==> src/rtl/redmule_z_collector_pkg.sv <==
// Shared constants for the RedMulE Z collector: FP format encoding (matches the
// fpnew ordering) and the stall margin the engine controller relies on.
package redmule_z_collector_pkg;

  typedef enum logic [2:0] {
    FP32    = 3'd0,
    FP64    = 3'd1,
    FP16    = 3'd2,
    FP8     = 3'd3,
    FP16ALT = 3'd4
  } fp_format_e;

  // Slots kept free per row for the element already in flight when the
  // controller drops the shared register enable.
  localparam int unsigned ZCollectorMargin = 1;

  function automatic int unsigned fp_width(input fp_format_e fmt);
    case (fmt)
      FP32:    return 32;
      FP64:    return 64;
      FP8:     return 8;
      default: return 16;
    endcase
  endfunction

endpackage

==> src/rtl/redmule_z_collector_if.sv <==
// Aligned Z vector stream from the collector towards the streamer.
interface redmule_z_collector_if
  import redmule_z_collector_pkg::*;
#(
  parameter int unsigned Width = 4,
  parameter int unsigned BITW  = fp_width(FP16)
);
  logic [Width-1:0][BITW-1:0] z;
  logic                       valid;
  logic                       ready;

  modport master (output z, output valid, input ready);
  modport slave  (input z, input valid, output ready);
endinterface

==> src/rtl/redmule_z_fifo.sv <==
// Per-row Z FIFO; pop-before-push so a full FIFO still accepts a push on a pop.
module redmule_z_fifo #(
  parameter int unsigned BITW  = 16,
  parameter int unsigned Depth = 4,
  localparam int unsigned CntW = $clog2(Depth + 1),
  localparam int unsigned PtrW = $clog2(Depth)
) (
  input  logic            clk_i,
  input  logic            rst_ni,
  input  logic            flush,
  input  logic            push,
  input  logic            pop,
  input  logic [BITW-1:0] wdata,
  output logic [BITW-1:0] rdata,
  output logic [CntW-1:0] count,
  output logic            full,
  output logic            empty
);
  logic [Depth-1:0][BITW-1:0] mem;
  logic [PtrW-1:0]            wptr, rptr;
  logic                       push_ok;

  function automatic logic [PtrW-1:0] nxt(input logic [PtrW-1:0] p);
    return (p == PtrW'(Depth - 1)) ? '0 : p + 1'b1;
  endfunction

  assign full    = (count == CntW'(Depth));
  assign empty   = (count == '0);
  assign push_ok = push & (~full | pop);
  assign rdata   = mem[rptr];

  always_ff @(posedge clk_i or negedge rst_ni) begin
    if (!rst_ni) begin
      mem   <= '0;
      wptr  <= '0;
      rptr  <= '0;
      count <= '0;
    end else if (flush) begin
      wptr  <= '0;
      rptr  <= '0;
      count <= '0;
    end else begin
      if (push_ok) begin
        mem[wptr] <= wdata;
        wptr      <= nxt(wptr);
      end
      if (pop) rptr <= nxt(rptr);
      if (push_ok && !pop)      count <= count + 1'b1;
      else if (pop && !push_ok) count <= count - 1'b1;
    end
  end
endmodule

==> src/rtl/redmule_z_collector.sv <==
// Captures staggered row outputs into per-row FIFOs and releases them as one
// aligned Z vector; raises stall before any row can overflow.
module redmule_z_collector
  import redmule_z_collector_pkg::*;
#(
  parameter fp_format_e  FpFormat = FP16,
  parameter int unsigned Width    = 4,
  parameter int unsigned Depth    = 4,
  localparam int unsigned BITW    = fp_width(FpFormat),
  localparam int unsigned CntW    = $clog2(Depth + 1)
) (
  input  logic                       clk_i,
  input  logic                       rst_ni,
  input  logic [Width-1:0][BITW-1:0] z_i,
  input  logic [Width-1:0]           z_valid_i,
  input  logic                       flush_i,
  redmule_z_collector_if.master      zs,
  output logic                       stall_o,
  output logic [Width-1:0][CntW-1:0] count_o,
  output logic                       overflow_o
);
  logic [Width-1:0][BITW-1:0] rdata, z_masked;
  logic [Width-1:0]           full, empty;
  logic                       z_valid, pop;

  assign z_valid  = ~|empty;
  assign pop      = z_valid & zs.ready;
  assign zs.valid = z_valid;
  assign zs.z     = z_masked;

  for (genvar r = 0; r < Width; r++) begin : g_row
    redmule_z_fifo #(.BITW(BITW), .Depth(Depth)) i_fifo (
      .clk_i, .rst_ni,
      .flush (flush_i),
      .push  (z_valid_i[r]),
      .pop   (pop),
      .wdata (z_i[r]),
      .rdata (rdata[r]),
      .count (count_o[r]),
      .full  (full[r]),
      .empty (empty[r])
    );
  end

  // Stale storage must never leak out once a row is empty (e.g. after flush).
  always_comb begin
    z_masked = '0;
    stall_o  = 1'b0;
    for (int r = 0; r < Width; r++) begin
      if (!empty[r]) z_masked[r] = rdata[r];
      if (count_o[r] >= CntW'(Depth - ZCollectorMargin)) stall_o = 1'b1;
    end
  end

  always_ff @(posedge clk_i or negedge rst_ni) begin
    if (!rst_ni)                           overflow_o <= 1'b0;
    else if (flush_i)                      overflow_o <= 1'b0;
    else if (|(z_valid_i & full) && !pop)  overflow_o <= 1'b1;
  end
endmodule

==> src/flat_wrapper.sv <==
// flat-port wrapper written by rule: the top's interface ports become plain ports
module redmule_z_collector_flat import redmule_z_collector_pkg::*;
#(
  parameter fp_format_e  FpFormat = FP16,
  parameter int unsigned Width    = 4,
  parameter int unsigned Depth    = 4,
  localparam int unsigned BITW    = fp_width(FpFormat),
  localparam int unsigned CntW    = $clog2(Depth + 1)
)
  (clk_i, rst_ni, z_i, z_valid_i, flush_i, stall_o, count_o, overflow_o, zs_z, zs_valid, zs_ready);
  redmule_z_collector_if #(.Width(Width), .BITW(16)) zs_i ();
  input  logic clk_i;
  input  logic rst_ni;
  input  logic [Width-1:0][BITW-1:0] z_i;
  input  logic [Width-1:0] z_valid_i;
  input  logic flush_i;
  output logic stall_o;
  output logic [Width-1:0][CntW-1:0] count_o;
  output logic overflow_o;
  output wire logic [$bits(zs_i.z)-1:0] zs_z;
  output wire logic [$bits(zs_i.valid)-1:0] zs_valid;
  input wire logic [$bits(zs_i.ready)-1:0] zs_ready;
  assign zs_z = zs_i.z;
  assign zs_valid = zs_i.valid;
  assign zs_i.ready = zs_ready;
  redmule_z_collector #(.FpFormat(FpFormat), .Width(Width), .Depth(Depth)) u_core (.clk_i(clk_i), .rst_ni(rst_ni), .z_i(z_i), .z_valid_i(z_valid_i), .flush_i(flush_i), .zs(zs_i), .stall_o(stall_o), .count_o(count_o), .overflow_o(overflow_o));
endmodule
==> config.mk <==
export PLATFORM = sky130hd
export DESIGN_NAME = redmule_z_collector_flat
export DESIGN_NICKNAME = d
export VERILOG_FILES = /design/src/rtl/redmule_z_collector_pkg.sv /design/src/rtl/redmule_z_collector_if.sv /design/src/rtl/redmule_z_fifo.sv /design/src/rtl/redmule_z_collector.sv /design/src/flat_wrapper.sv
export SDC_FILE = /design/constraint.sdc
export NUM_CORES = 1
export LEC_CHECK = 0
export ABC_CLOCK_PERIOD_IN_PS = 2600
export CAP_MARGIN = 25
export CORE_MARGIN = 2
export CORE_UTILIZATION = 30
export DETAILED_ROUTE_END_ITERATION = 16
export DONT_BUFFER_PORTS = 1
export PLACE_DENSITY = 0.42
export SYNTH_ARGS = -nofsm -noshare
export SYNTH_HDL_FRONTEND = slang
export SYNTH_SLANG_ARGS = --single-unit
==> constraint.sdc <==
create_clock -name clk_i -period 2.6 [get_ports clk_i]
set_clock_uncertainty 0.2 [all_clocks]
set_input_delay 0.26 -clock clk_i [delete_from_list [all_inputs] [get_ports clk_i]]
set_output_delay 0.26 -clock clk_i [all_outputs]
set_load 0.1 [all_outputs]
### Word level (Yosys, flattened, before mapping)

Index checks and enable logic that the tools add are counted.

* register bits after elaboration: 285
* bits of input ports: 72
* logic and storage cells: 193

* add/sub/neg operators: 16
* magnitude comparators: 16
* equal/unequal tests: 12
* mux-type cells: 66
* bitwise logic cells: 15
* reduce and logical (&&, ||, !) cells: 39

Operator list (number)
* $bwmux 64: 4
* $mux 16: 12
* $bmux 16 s2: 4
* $demux 16 s2: 4
* $mux 2: 24
* $mux 3: 12
* $lt 2x3->1 const B: 8
* $add 2x1->2 const B: 8
* $eq 2x2->1 const B: 8
* $logic_and 1x1->1: 13
* $add 3x1->3 const B: 4
* $eq 3x3->1 const B: 4
* $ge 3x2->1 const B: 4
* $logic_not 3->1: 4
* $reduce_bool 2->1: 6
* $reduce_bool 3->1: 4
* $sub 3x1->3 const B: 4
* $ge 2x1->1 const B: 4
* $reduce_and 2->1: 4
* $reduce_or 4->1: 2
* $logic_not 1->1: 6
* $mux 1: 6
* $and 1x1->1: 5
* $not 1->1: 5
* 2 further kinds: 5

### Depth between registers and ports, before layout

Gate-level depths: netlist of run 1.

* word-level depth: 11
* depth in mapped cells: 9

### Hierarchy

A second synthesis of run 1 with hierarchy kept.

* cells, all modules: 930
* area total of the unflattened synthesis: 14622.8 µm²

Modules (own cells, without submodules)
* redmule_z_fifo at u_core.g_row[1].i_fifo ...: instances 3, cells each 211, area an instance 3494.6 µm², seq. area each 1776.7 µm²
* redmule_z_fifo at u_core.g_row[0].i_fifo: instances 1, cells each 217, area an instance 3523.4 µm², seq. area each 1776.7 µm²
* redmule_z_collector: instances 1, cells each 80, area an instance 615.6 µm², seq. area each 25.0 µm²

### Worst setup path after synthesis of run 1

No wires, ideal clock.

* path type: flip-flop to flip-flop
* start: register u_core.g_row[1].i_fifo.count[0]
* end: register u_core.g_row[1].i_fifo.count[2]
* arrival time: 3.377 ns
* setup slack: -1.101 ns
* cell stages (with the launch flop): 10
* buffers on the path: 2
* period minus slack after synthesis: 3.701 ns
* path through: dfrtp_1 > nor3_2 > or4_1 > buf_4 > inv_6 > buf_4 > a21oi_1 > fa_1 > mux2i_1 > mux2_2

* word-level cells in the longest chain between the ends: 9

Ends and longest elaborated chain
* start, declared: RTL line redmule_z_fifo.sv:15 `output logic [CntW-1:0] count,`
* start signal, assigned: RTL line redmule_z_fifo.sv:48 `if (push_ok && !pop) count <= count + 1'b1;`
* start signal, assigned: RTL line redmule_z_fifo.sv:49 `else if (pop && !push_ok) count <= count - 1'b1;`
* $logic_not 3->1 *: RTL line redmule_z_fifo.sv:28 `assign empty = (count == '0);`
* $reduce_or 4->1 *: RTL line redmule_z_collector.sv:26 `assign z_valid = ~|empty;`
* $logic_not 1->1 *: RTL line redmule_z_collector.sv:26
* named net zs_valid: RTL line flat_wrapper.sv:21 `output wire logic [$bits(zs_i.valid)-1:0] zs_valid;`
* $and 1x1->1 *: RTL line redmule_z_collector.sv:27 `assign pop = z_valid & zs.ready;`
* $or 1x1->1: RTL line redmule_z_fifo.sv:29 `assign push_ok = push & (~full | pop);`
* $and 1x1->1: RTL line redmule_z_fifo.sv:29
* $logic_and 1x1->1 or $logic_not 1->1 (tied branches): RTL line redmule_z_fifo.sv:48, redmule_z_fifo.sv:49
* $mux 3 or $logic_and 1x1->1 (tied branches): RTL line redmule_z_fifo.sv:48, redmule_z_fifo.sv:49
* $mux 3 or $reduce_bool 3->1 (tied branches)

Mark *: on every way through the listed nets, which the timed path passes. The rest lies on a longest branch. The select of a mux whose other input is x is not followed.
A chain may end at the register's enable or synchronous reset.

### Worst setup path in the final report of run 1

* start: register u_core.g_row[2].i_fifo.rptr[0]
* end: output port zs_z[33]

* word-level cells in the longest chain between the ends: 3

Ends and longest elaborated chain
* start, declared: RTL line redmule_z_fifo.sv:20 `logic [PtrW-1:0] wptr, rptr;`
* start signal, assigned: RTL line redmule_z_fifo.sv:47 `if (pop) rptr <= nxt(rptr);`
* $bmux 16 s2: RTL line redmule_z_fifo.sv:30 `assign rdata = mem[rptr];`
* $mux 16 (not written as such): RTL line redmule_z_fifo.sv:30
* $mux 16: RTL line redmule_z_collector.sv:50 `if (!empty[r]) z_masked[r] = rdata[r];`
* end, declared: RTL line flat_wrapper.sv:20 `output wire logic [$bits(zs_i.z)-1:0] zs_z;`

Every way passes these cells. The select of a mux whose other input is x is not followed.

==> impl_metrics.tcl, run 1 <==
set metrics [dict create \
    status "complete, but fails checks" \
    failed_checks "negative hold slack" \
    slowest_stage "mux4_2" \
    rsz0062_at_grt "true" \
    path_cells "buf_12 -> mux4_2 -> and2b_1 -> buf_12" \
    critPathBufInv 2 \
    crit_family "multiplexers" \
    place_hpwl_um 20790 \
    tightest_slew_ns 1.215 \
    synth_cell_types 45 \
    ys_ff_latch 285 \
    grt_pass1_vias 9242 \
    synth_ff_type "dfrtp_1" \
    htree_levels 2 \
    clock-sinks 285 \
    path_max_fanout 8 \
    hold_viol 285 \
    dr.pass1.iters 4 \
    hold_buffers 72 \
    postPlaceCellArea_um2 16900 \
    ir_drop_v 0.0006374 \
    maxCapViolCount 0 \
    routed_via_density 4.729 \
    power.density_nw_per_um2 1065 \
    avgSynthCellArea_um2 15.08 \
    drtAntennaViolNets 0 \
    rows 78 \
    dieArea_um2 48030 \
    ys_warn_count 0 \
    synthCells 921 \
    synth_nets 1015 \
    synthTopCellsByArea "dfrtp_1 51%, mux2_2 16%, mux4_2 10%, mux2_4 4.3%, nor2b_1 2.4%" \
    grt_max_degree 286 \
    cts_root_buf "clkbuf_16" \
    io-pin-count 151 \
    worst_setup_path_start_kind "register" \
    yosysTopAreaCellShare 0.5136 \
    cts_tree "yes" \
    fin_crit_sh 0.9674 \
    setup_violations 0 \
    post-route-min-period_ns 2.515 \
    die_w_um 219.2 \
    grt.total_usage 0.1491 \
    async_flop_share 1.000 \
    fmax_mhz 397.6 \
    synthesis.area_um2 13890 \
    required_ns 2.14 \
    num_vias 8300 \
    total_power_mw 20.34 \
    grt-ovfl-total 0 \
    relSlewSlack 0.1898 \
    cts_buffer_depth 3 \
    wl_per_cell_um 19.76 \
    area_growth_syn_to_layout_pct 37.52 \
    drt_iter0_markers 351 \
    final_nets 1225 \
    crit_arrival_ns 2.06 \
    die_y_um 219.2 \
    cp_common_cell "buf_12" \
    clk_latency_ns 0.55 \
    path_clk_slew_ns 0.06 \
    cp-end-kind "output port" \
    hp-class "input port to async pin" \
    core_area_um2 45580 \
    synth-seq-area-share 0.5136 \
    slew_viol_final 0 \
    drive_above_1_share 0.5338 \
    final_area_um2 19100 \
    worstSetupPathType "register to output port" \
    leakage_nw 8.050 \
    synth_edf_count 0 \
    routed_wl_um 34680 \
    timing.critical_path.slowest_cell_delay_ns 0.53 \
    cts_buffers 37 \
    drc 0 \
    start_util 0.3047 \
    hold_ws_ns -0.7809 \
    gp_congestion 0.7154 \
    grt_pass1_wl_um 54970 \
    setup_tns_ns 0 \
    antenna_found_initial 1 \
    yosys.area.top_type "dfrtp_1" \
    io_buffers 0 \
]
[state kept, by name, summed over array words and instances, names as in the netlist]
signal / count
u_core.g_row.i_fifo.mem: 256
u_core.g_row.i_fifo.count: 12
u_core.g_row.i_fifo.wptr: 8
u_core.overflow_o: 1
u_core.g_row.i_fifo.rptr: 8
[cell usage in the layout (no fill, tap or decap), types with 3 or more instances in the layout]
cell type      Yosys  final
or2_4              0      3
nor3_1             8      8
and2b_1           17     16
clkbuf_1          19      8
buf_4              2     38
nor2_8             4      4
mux2_2           202    202
nor2b_1           53      6
ha_1              18     18
buf_12             0     96
mux2_4            40     40
nor2_4            12     12
xnor2_1            4      4
nor3b_1            4      4
clkbuf_8           0      7
buf_6             12      5
dfrtp_2            0      5
mux4_2            64     64
nand2b_1           5      5
nor2_1            24     24
o32ai_2            0      3
fa_2               0      4
clkbuf_16          0     42
inv_1             20     20
dfrtp_4            0     11
o21ai_0            6      6
a21oi_1           11      7
nor3_4             0      4
mux2i_1            6      6
mux2_1            21     21
nor2b_2            0     16
nand2_1           25     25
or3b_2             4      4
dlygate4sd3_1      0     71
nand3_1            5      4
xor2_1             4      4
dfrtp_1          285    269
a21oi_4            4      8
nor2b_4            0     31
[power breakdown]
part	internal (mW)	switching, mW
logic	3.94	4.54
registers	5.98	0.773
clock network	3.13	1.98
total	13.0	7.30
[synth_stat cells, types with 6 or more instances]
library cell	n
nand2_1	25
clkbuf_1	19
dfrtp_1	285
buf_6	12
nor2_1	24
ha_1	18
mux2_1	21
mux2_2	202
a21oi_1	11
nor3_1	8
nor2b_1	53
nor2_4	12
mux2_4	40
inv_1	20
o21ai_0	6
mux4_2	64
mux2i_1	6
buf_2	6
and2b_1	17
[path summary, 6_finish.rpt]
check	start	to	slack [ns]	cells after the start
max	u_core.g_row[2].i_fifo.rptr[0]	zs_z[33]	0.08	4
min	rst_ni	u_core.g_row[2].i_fifo.mem[23]	-0.78	0
max reg2reg	u_core.g_row[1].i_fifo.count[0]	u_core.g_row[0].i_fifo.count[2]	0.11	7
min reg2reg	u_core.g_row[3].i_fifo.mem[39]	u_core.g_row[3].i_fifo.mem[39]	0.28	1
max in group asynchronous	rst_ni	u_core.g_row[0].i_fifo.wptr[0]	1.99	0
min in group clk_i	z_valid_i[1]	u_core.g_row[1].i_fifo.count[0]	0.05	5
[cell type report]
type                    count  area, µm²
fillers                  4210      26480
repair inverters            1      6.256
well taps                 600      750.7
inverters                  21      86.33
repair buffers            216       3119
clock buffers              54       1102
clock inverters             8      102.6
multi-input cells         569       6748
flip-flops and latches    285       7179
diodes                      1      2.502
[kinds of logic after synthesis]
group,Yosys count,share of synthesized area
DFF,285,0.5136
buffers and inverters,67,0.02928
AOI/OAI and AO/OA,30,0.01613
and+or+nand+nor,176,0.08181
adders and majority gates,22,0.02198
xor gates and xnor gates,8,0.005045
muxes,333,0.3322
[per-stage QoR]
stage | utilization | worst slack, ns | hold slack [ns] | std cells
5_1_grt | 0.4190 | -0.004829 | -0.8198 | 1754
3_3_place_gp | 0.3708 | -0.0002103 | -0.2212 | 1608
3_5_place_dp | 0.3708 | -0.006984 | -0.2211 | 1608
6_report | 0.4190 | 0.08480 | -0.7809 | 1755
2_1_floorplan | - | -0.3657 | -0.2356 | 921
4_1_cts | 0.4153 | -0.04481 | -0.8174 | 1746
[layer usage]
metal / global-route usage / up-vias / wire length, µm / share of wire
li1: - / 3757 / - / -
met1: 0.2054 / 4345 / 16120 / 0.46
met2: 0.2352 / 145 / 16180 / 0.47
met3: 0.02980 / 51 / 1609 / 0.046
met4: 0.04865 / 2 / 765 / 0.022
met5: 0 / - / 11 / 0.00032
[timing repair]
item | CTS | global route
buffers inserted | 2 | 4
pin swaps | 1 | 1
resized for setup | 13 | 4
endpoints found under the setup margin | 29 | 37
cloned | 2 | 3
endpoints found under the hold margin | 570 | 285
(Power assumes the default switching activity.)
==> run 2, diff against run 1 <==
--- a/config.mk
+++ b/config.mk
@@ -5,12 +5,14 @@
 export SDC_FILE = /design/constraint.sdc
 export NUM_CORES = 1
 export LEC_CHECK = 0
+export ABC_AREA = 1
 export ABC_CLOCK_PERIOD_IN_PS = 2600
 export CAP_MARGIN = 25
 export CORE_MARGIN = 2
 export CORE_UTILIZATION = 30
 export DETAILED_ROUTE_END_ITERATION = 16
 export DONT_BUFFER_PORTS = 1
+export GPL_TIMING_DRIVEN = 0
 export PLACE_DENSITY = 0.42
 export SYNTH_ARGS = -nofsm -noshare
 export SYNTH_HDL_FRONTEND = slang
==> impl_metrics.tcl, run 2 <==
set metrics [dict create \
    status "complete, but fails checks" \
    failed_checks "negative hold slack, negative setup slack" \
    wl_per_cell_um 19.53 \
    slowest_stage "dfrtp_4" \
    post-route-min-period_ns 2.956 \
    final_area_um2 22470 \
    fin_crit_sh 1.137 \
    async_flop_share 1.000 \
    hp-class "input port to async pin" \
    setup_violations 327 \
    yosysTopAreaCellShare 0.4987 \
    clock-sinks 285 \
    reg.largest.list "u_core.g_row.i_fifo.mem: 256 flops, u_core.g_row.i_fifo.count: 12 flops" \
    synth_ff_type "dfrtp_1" \
    place_hpwl_um 29990 \
    synthCells 1649 \
    worstSetupPathType "register to output port" \
    grt-ovfl-total 0 \
    antenna_found_initial 2 \
    multi_input_area_um2 8419 \
    synthTopCellsByArea "dfrtp_1 50%, nand2_1 8.4%, o21ai_2 7.1%, nor2_1 7.0%, o21ai_1 5.1%" \
    drt_iter0_markers 671 \
    top_layer_used "met5" \
    fmax_mhz 338.3 \
    grt_pass1_vias 12490 \
    htree_levels 2 \
    ys_ff_latch 285 \
    io_buffers 0 \
    place_ws_ns -0.5240 \
    yosysMostFrequentCell "nand2_1" \
    postPlaceCellArea_um2 16300 \
    grt.total_usage 0.1975 \
    rsz0062_at_grt "true" \
    rows 80 \
    worst_slack_ns -0.3562 \
    most-common-layout-cells "268 x dfrtp_1, 266 x nor2_1, 187 x o21ai_2" \
    hold_ws_ns -0.7846 \
    cts_tree "yes" \
    hold_viol 285 \
    synth_nets 1743 \
    met3_length_um 1965 \
    hold_buffers 69 \
    power.density_nw_per_um2 1279 \
    start_util 0.3020 \
    cts_root_buf "clkbuf_16" \
    timing.critical_path.slowest_cell_delay_ns 0.68 \
    layout_commonest_cell "dfrtp_1" \
    largest_reg_flops 256 \
    n_fill_cell 4493 \
    dieArea_um2 49430 \
    drtAntennaViolNets 0 \
    leakage_nw 9.764 \
    required_ns 2.14 \
    slew_viol_final 0 \
    dp.cells 2291 \
    cts_buffers 38 \
    routed_via_density 4.819 \
    ys_warn_count 0 \
    cp-end-kind "output port" \
    synthesis.area_um2 14300 \
    synth_cell_types 32 \
    gp_congestion 0.7742 \
    seqCellArea_um2 7183 \
    io-pin-count 151 \
    die_w_um 222.3 \
    clk_latency_ns 0.55 \
    path_cells "inv_2 -> nand3_4 -> buf_12 -> clkinvlp_4 -> clkbuf_16 -> a21oi_4" \
    relSlewSlack 0.2536 \
    cts_buffer_depth 3 \
    drc 0 \
    instances_no_fill 2536 \
    area_growth_syn_to_layout_pct 57.14 \
    dr_wl_met2_um 23700 \
    tightest_slew_ns 1.120 \
    die_y_um 222.3 \
    synth-seq-area-share 0.4987 \
    core_area_um2 47350 \
    grt_pass1_wl_um 75200 \
    synth_common_cells "320 x nand2_1, 285 x dfrtp_1, 268 x nor2_1" \
    routed_wl_um 49530 \
    largest-register "u_core.g_row.i_fifo.mem" \
    crit_arrival_ns 2.50 \
    grt_max_degree 286 \
    dr.pass1.iters 5 \
    utilization 0.4746 \
    drive_above_1_share 0.4495 \
    maxCapViolCount 0 \
    routedLengthMet1_um 22930 \
    path_clk_slew_ns 0.06 \
    setup_tns_ns -66.31 \
    path_max_fanout 6 \
    worst_setup_path_start_kind "register" \
    final_nets 1989 \
    num_vias 12220 \
    synth_edf_count 0 \
    yosys.area.top_type "dfrtp_1" \
    avgSynthCellArea_um2 8.672 \
    ir_drop_v 0.001116 \
]
-- run 2: cell count changes after synthesis, moves of 40 or more --
cell,delta
mux2_2,-202
inv_1,+86
o21ai_2,+116
nor2b_1,-53
mux4_2,-64
nor2_1,+244
mux2_4,-40
o21ai_0,+132
o21ai_1,+147
nand2_1,+295
a21oi_1,+60
-- run 2: where the power goes --
group          switching (mW)  total [mW]  internal [mW]
Clock                    2.06        5.36           3.30
Combinational            9.35        14.9           5.53
Sequential               2.23        8.50           6.27
Total                    13.6        28.7           15.1
-- run 2: final timing paths --
| kind | start | end | slack (ns) | depth (start not counted) |
|---|---|---|---|---|
| worst max-delay path | u_core.g_row[3].i_fifo.count[2] | zs_z[48] | -0.36 | 6 |
| worst min-delay path | rst_ni | u_core.g_row[1].i_fifo.mem[55] | -0.78 | 0 |
| worst max register to register | u_core.g_row[2].i_fifo.count[2] | u_core.g_row[0].i_fifo.mem[39] | -0.30 | 15 |
| worst min register to register | u_core.g_row[2].i_fifo.mem[16] | u_core.g_row[2].i_fifo.mem[16] | 0.28 | 2 |
| max in group asynchronous | rst_ni | u_core.g_row[0].i_fifo.rptr[0] | 2.02 | 0 |
| min in group clk_i | z_valid_i[0] | u_core.g_row[0].i_fifo.wptr[1] | 0.03 | 5 |
-- run 2: metrics by stage --
stage	hold slack, ns	power, mW
3_5_place_dp	-0.2293	20.03
5_1_grt	-0.8197	30.22
6_report	-0.7846	28.73
2_1_floorplan	-0.2356	17.22
3_3_place_gp	-0.2291	18.72
4_1_cts	-0.8212	27.40
-- run 2: logic make-up (layout without fill, tap and decap cells) --
kind of cell | after synthesis | in the layout | share of synthesized area
buffers and inverters | 219 | 490 | 0.07883
AND/OR/NAND/NOR | 642 | 642 | 0.2005
adder cells (fa/ha/maj) | 22 | 22 | 0.02135
AO/OA/AOI/OAI | 476 | 476 | 0.1975
flip-flops | 285 | 285 | 0.4987
XOR/XNOR | 5 | 5 | 0.003062
other | 0 | 1 | 0
-- run 2: area by class of cell --
type,count,area share
multi-input cells,1145,0.3747
clock inverters,9,0.005512
inverters,118,0.02205
flip-flops and latches,285,0.3197
clock buffers,56,0.05039
plain buffers,91,0.05284
repair buffers,216,0.1405
well taps,615,0.03424
diodes,1,0.0001114
-- run 2: critical path, delay by kind of cell (launching register included) --
family / cells / cell delay (ns)
buffers and inverters: 4 / 0.56
AND/OR/NAND/NOR: 1 / 0.11
flip-flops: 1 / 0.68
AO/OA/AOI/OAI: 1 / 0.58
-- run 2: what timing repair did --
| action | in CTS | in global routing |
|---|---|---|
| pin swaps | 41 | 14 |
| endpoints found under the hold margin | 556 | 285 |
| gates resized for setup | 388 | 394 |
| setup endpoints to repair | 265 | 339 |
| cloned | 21 | 17 |
| buffers inserted | 71 | 26 |
-- run 2: per-layer routing --
| layer | global-route usage | up-vias |
|---|---|---|
| met5 | 0 | - |
| met4 | 0.05405 | 2 |
| met3 | 0.03967 | 63 |
| met2 | 0.3261 | 194 |
| met1 | 0.2633 | 6050 |
| li1 | - | 5913 |
==> run 3, diff against run 2 <==
--- a/config.mk
+++ b/config.mk
@@ -16,4 +16,5 @@
 export PLACE_DENSITY = 0.42
 export SYNTH_ARGS = -nofsm -noshare
 export SYNTH_HDL_FRONTEND = slang
+export SYNTH_HIERARCHICAL = 1
 export SYNTH_SLANG_ARGS = --single-unit
==> impl_metrics.tcl, run 3 <==
set metrics [dict create \
    rows 80 \
    ys_ff_latch 285 \
    io_buffers 0 \
    yosysMostFrequentCell "nand2_1" \
    status "complete, but fails checks" \
    fmax_mhz 363.1 \
    clk_latency_ns 0.55 \
    place_hpwl_um 29260 \
    cts_tree "yes" \
    largest_reg_flops 256 \
    synthTopCellsByArea "dfrtp_1 49%, nand2_1 20%, nor2_1 5.2%, o21ai_0 5.1%, inv_1 3.5%" \
    synth_edf_count 0 \
    ir_drop_v 0.0009833 \
    grt.total_usage 0.2068 \
    r2r_cells 14 \
    crit_arrival_ns 2.29 \
    cts_buffer_depth 3 \
    timing.critical_path.slowest_cell_delay_ns 0.64 \
    rsz0062_at_grt "true" \
    rr_endpoint "u_core/g_row[0].i_fifo/mem[10]" \
    relSlewSlack 0.3398 \
    htree_levels 2 \
    io-pin-count 151 \
    yosysTopAreaCellShare 0.4887 \
    largest-register "u_core/g_row.i_fifo/mem" \
    failed_checks "negative hold slack, negative setup slack" \
    start_util 0.3050 \
    wl_per_cell_um 18.53 \
    post-route-min-period_ns 2.754 \
    area_growth_syn_to_layout_pct 55.71 \
    path_cells "nor3_4 -> buf_6 -> nor2_4 -> buf_4 -> nand2_4 -> clkinvlp_4" \
    synth_common_cells "768 x nand2_1, 285 x dfrtp_1, 204 x nor2_1" \
    routed_wl_um 51880 \
    grt_max_degree 286 \
    ys_warn_count 6 \
    reg2reg_slack_ns -0.11 \
    avgSynthCellArea_um2 7.795 \
    busiest_layer "met2" \
    num_vias 13260 \
    routed_via_density 4.737 \
    synth-seq-area-share 0.4887 \
    reg.largest.list "u_core/g_row.i_fifo/mem: 256 flops, u_core/g_row.i_fifo/count: 12 flops" \
    synth-compound-area-share 0.08317 \
    leakage_nw 11.01 \
    tightest_slew_ns 0.9902 \
    drtAntennaViolNets 0 \
    worst_slack_ns -0.1540 \
    synth_nets 1968 \
    final_nets 2252 \
    hold_buffers 70 \
    required_ns 2.14 \
    grtUsageMet1 0.2876 \
    die_w_um 224.6 \
    hold_ws_ns -0.7807 \
    grt_pass1_vias 13450 \
    synthCells 1872 \
    worst_setup_path_start_kind "register" \
    slew_viol_final 0 \
    synth.area.mux_share 0 \
    yosys.area.top_type "dfrtp_1" \
    grt_use_met3 0.03305 \
    clock-sinks 285 \
    instances_no_fill 2799 \
    use_met2 0.3327 \
    drc 0 \
    setup.worst_path.end "zs_valid" \
    power.density_nw_per_um2 1325 \
    synth_top_family_by_area "simple AND/OR/NAND/NOR gates" \
    dr.pass1.iters 5 \
    critPathBufInv 3 \
    synth_fa_ha_area_frac 0.02264 \
    cts_buffers 37 \
    synth_ff_type "dfrtp_1" \
    dp.cells 2491 \
    crit_family "buffers and inverters" \
    async_flop_share 1.000 \
    num_antenna_cells 0 \
    worstSetupPathDepth 6 \
    antenna_found_initial 1 \
    cp-end-kind "output port" \
    worstSetupPathType "register to output port" \
    synthSimpleGateAreaFrac 0.3286 \
    path_max_fanout 6 \
    worstReg2RegStart "u_core/g_row[0].i_fifo/count[2]" \
    fin_crit_sh 1.059 \
    die_y_um 224.6 \
    layout_commonest_cell "nand2_1" \
    setup_violations 179 \
    grt_pass1_wl_um 80440 \
    gp_congestion 0.7738 \
    most-common-layout-cells "469 x nand2_1, 321 x nand2_2, 265 x dfrtp_1" \
    hp-class "input port to async pin" \
    slowest_stage "dfrtp_4" \
    core_area_um2 47850 \
    startpoint "u_core/g_row[0].i_fifo/count[1]" \
    synth_cell_types 25 \
    synthesis.area_um2 14590 \
    maxCapViolCount 0 \
    cts_root_buf "clkbuf_16" \
    hold_viol 285 \
    dieArea_um2 50420 \
    synth_xor_area_frac 0 \
    path_clk_slew_ns 0.06 \
    drive_above_1_share 0.4235 \
    drt_iter0_markers 863 \
    grt-ovfl-total 0 \
]
[run 3: cell families after synthesis]
family,Yosys count
simple gates,1121
flops,285
compound gates,225
buf+inv,217
fa+ha+maj,24
[run 3: final cells by class]
cell class | count | area [µm²]
plain buffers | 67 | 1212
clock buffers | 51 | 1091
clock inverters | 16 | 287.8
fillers | 4646 | 25120
inverters | 145 | 681.9
multi-input cells | 1370 | 8394
flip-flops and latches | 285 | 7187
well taps | 615 | 769.5
repair buffers | 250 | 3099
[run 3: routing by layer]
metal | up-vias | part of all wire
li1 | 6427 | -
met1 | 6478 | 0.46
met2 | 277 | 0.47
met3 | 74 | 0.046
met4 | 2 | 0.023
met5 | - | 0.00031
[run 3: worst reg2reg max path, cell delays in order, from the launching register on]
cell and delay [ns]:
dfrtp_4 0.68, nor3_4 0.08, buf_6 0.14, nor2_4 0.17, nand3_4 0.10, clkinvlp_4 0.12, buf_8 0.15, inv_8 0.05
nand3_4 0.08, nand3_4 0.15, buf_6 0.18, nor2_4 0.22, clkbuf_16 0.22, nand2_2 0.04, nand2_1 0.06
[run 3: power by group]
group | total [mW] | leakage, nW | switching (mW) | internal (mW)
Sequential | 8.69 | 3.61 | 2.25 | 6.44
Combinational | 15.6 | 6.71 | 10.4 | 5.17
Clock | 5.80 | 0.682 | 2.07 | 3.73
[run 3: stage by stage]
stage | setup TNS, ns | setup WS [ns] | power (mW) | instance area (µm²) | utilization
detailed placement | -103.34 | -0.5204 | 19.80 | 15690 | 0.3279
global placement | -101.30 | -0.5124 | 19.39 | 15580 | 0.3255
finish | -8.804 | -0.1540 | 30.10 | 22720 | 0.4749
CTS | -21.97 | -0.1821 | 29.37 | 21680 | 0.4532
floorplan | -0.04541 | -0.01141 | 17.76 | 14810 | -
global route | -41.45 | -0.2595 | 31.73 | 22720 | 0.4749
[run 3: how the worst min path moves through the flow]
stage | to | cells past startpoint | slack (ns) | from
detailed placement | u_core/g_row[0].i_fifo/mem[55] | 0 | -0.22 | rst_ni
finish | u_core/g_row[0].i_fifo/mem[55] | 0 | -0.78 | rst_ni
floorplan | u_core/g_row[0].i_fifo/mem[0] | 0 | -0.24 | rst_ni
CTS | u_core/g_row[0].i_fifo/mem[55] | 0 | -0.82 | rst_ni
global placement | u_core/g_row[0].i_fifo/mem[23] | 0 | -0.22 | rst_ni
global route | u_core/g_row[0].i_fifo/mem[5] | 0 | -0.81 | rst_ni
[run 3: timing repair]
item / CTS / global route
buffers inserted: 131 / 21
resized for setup: 592 / 338
endpoints found under the hold margin: 570 / 285
pin swaps: 169 / 191
endpoints found under the setup margin: 342 / 334
gates cloned: 36 / 5
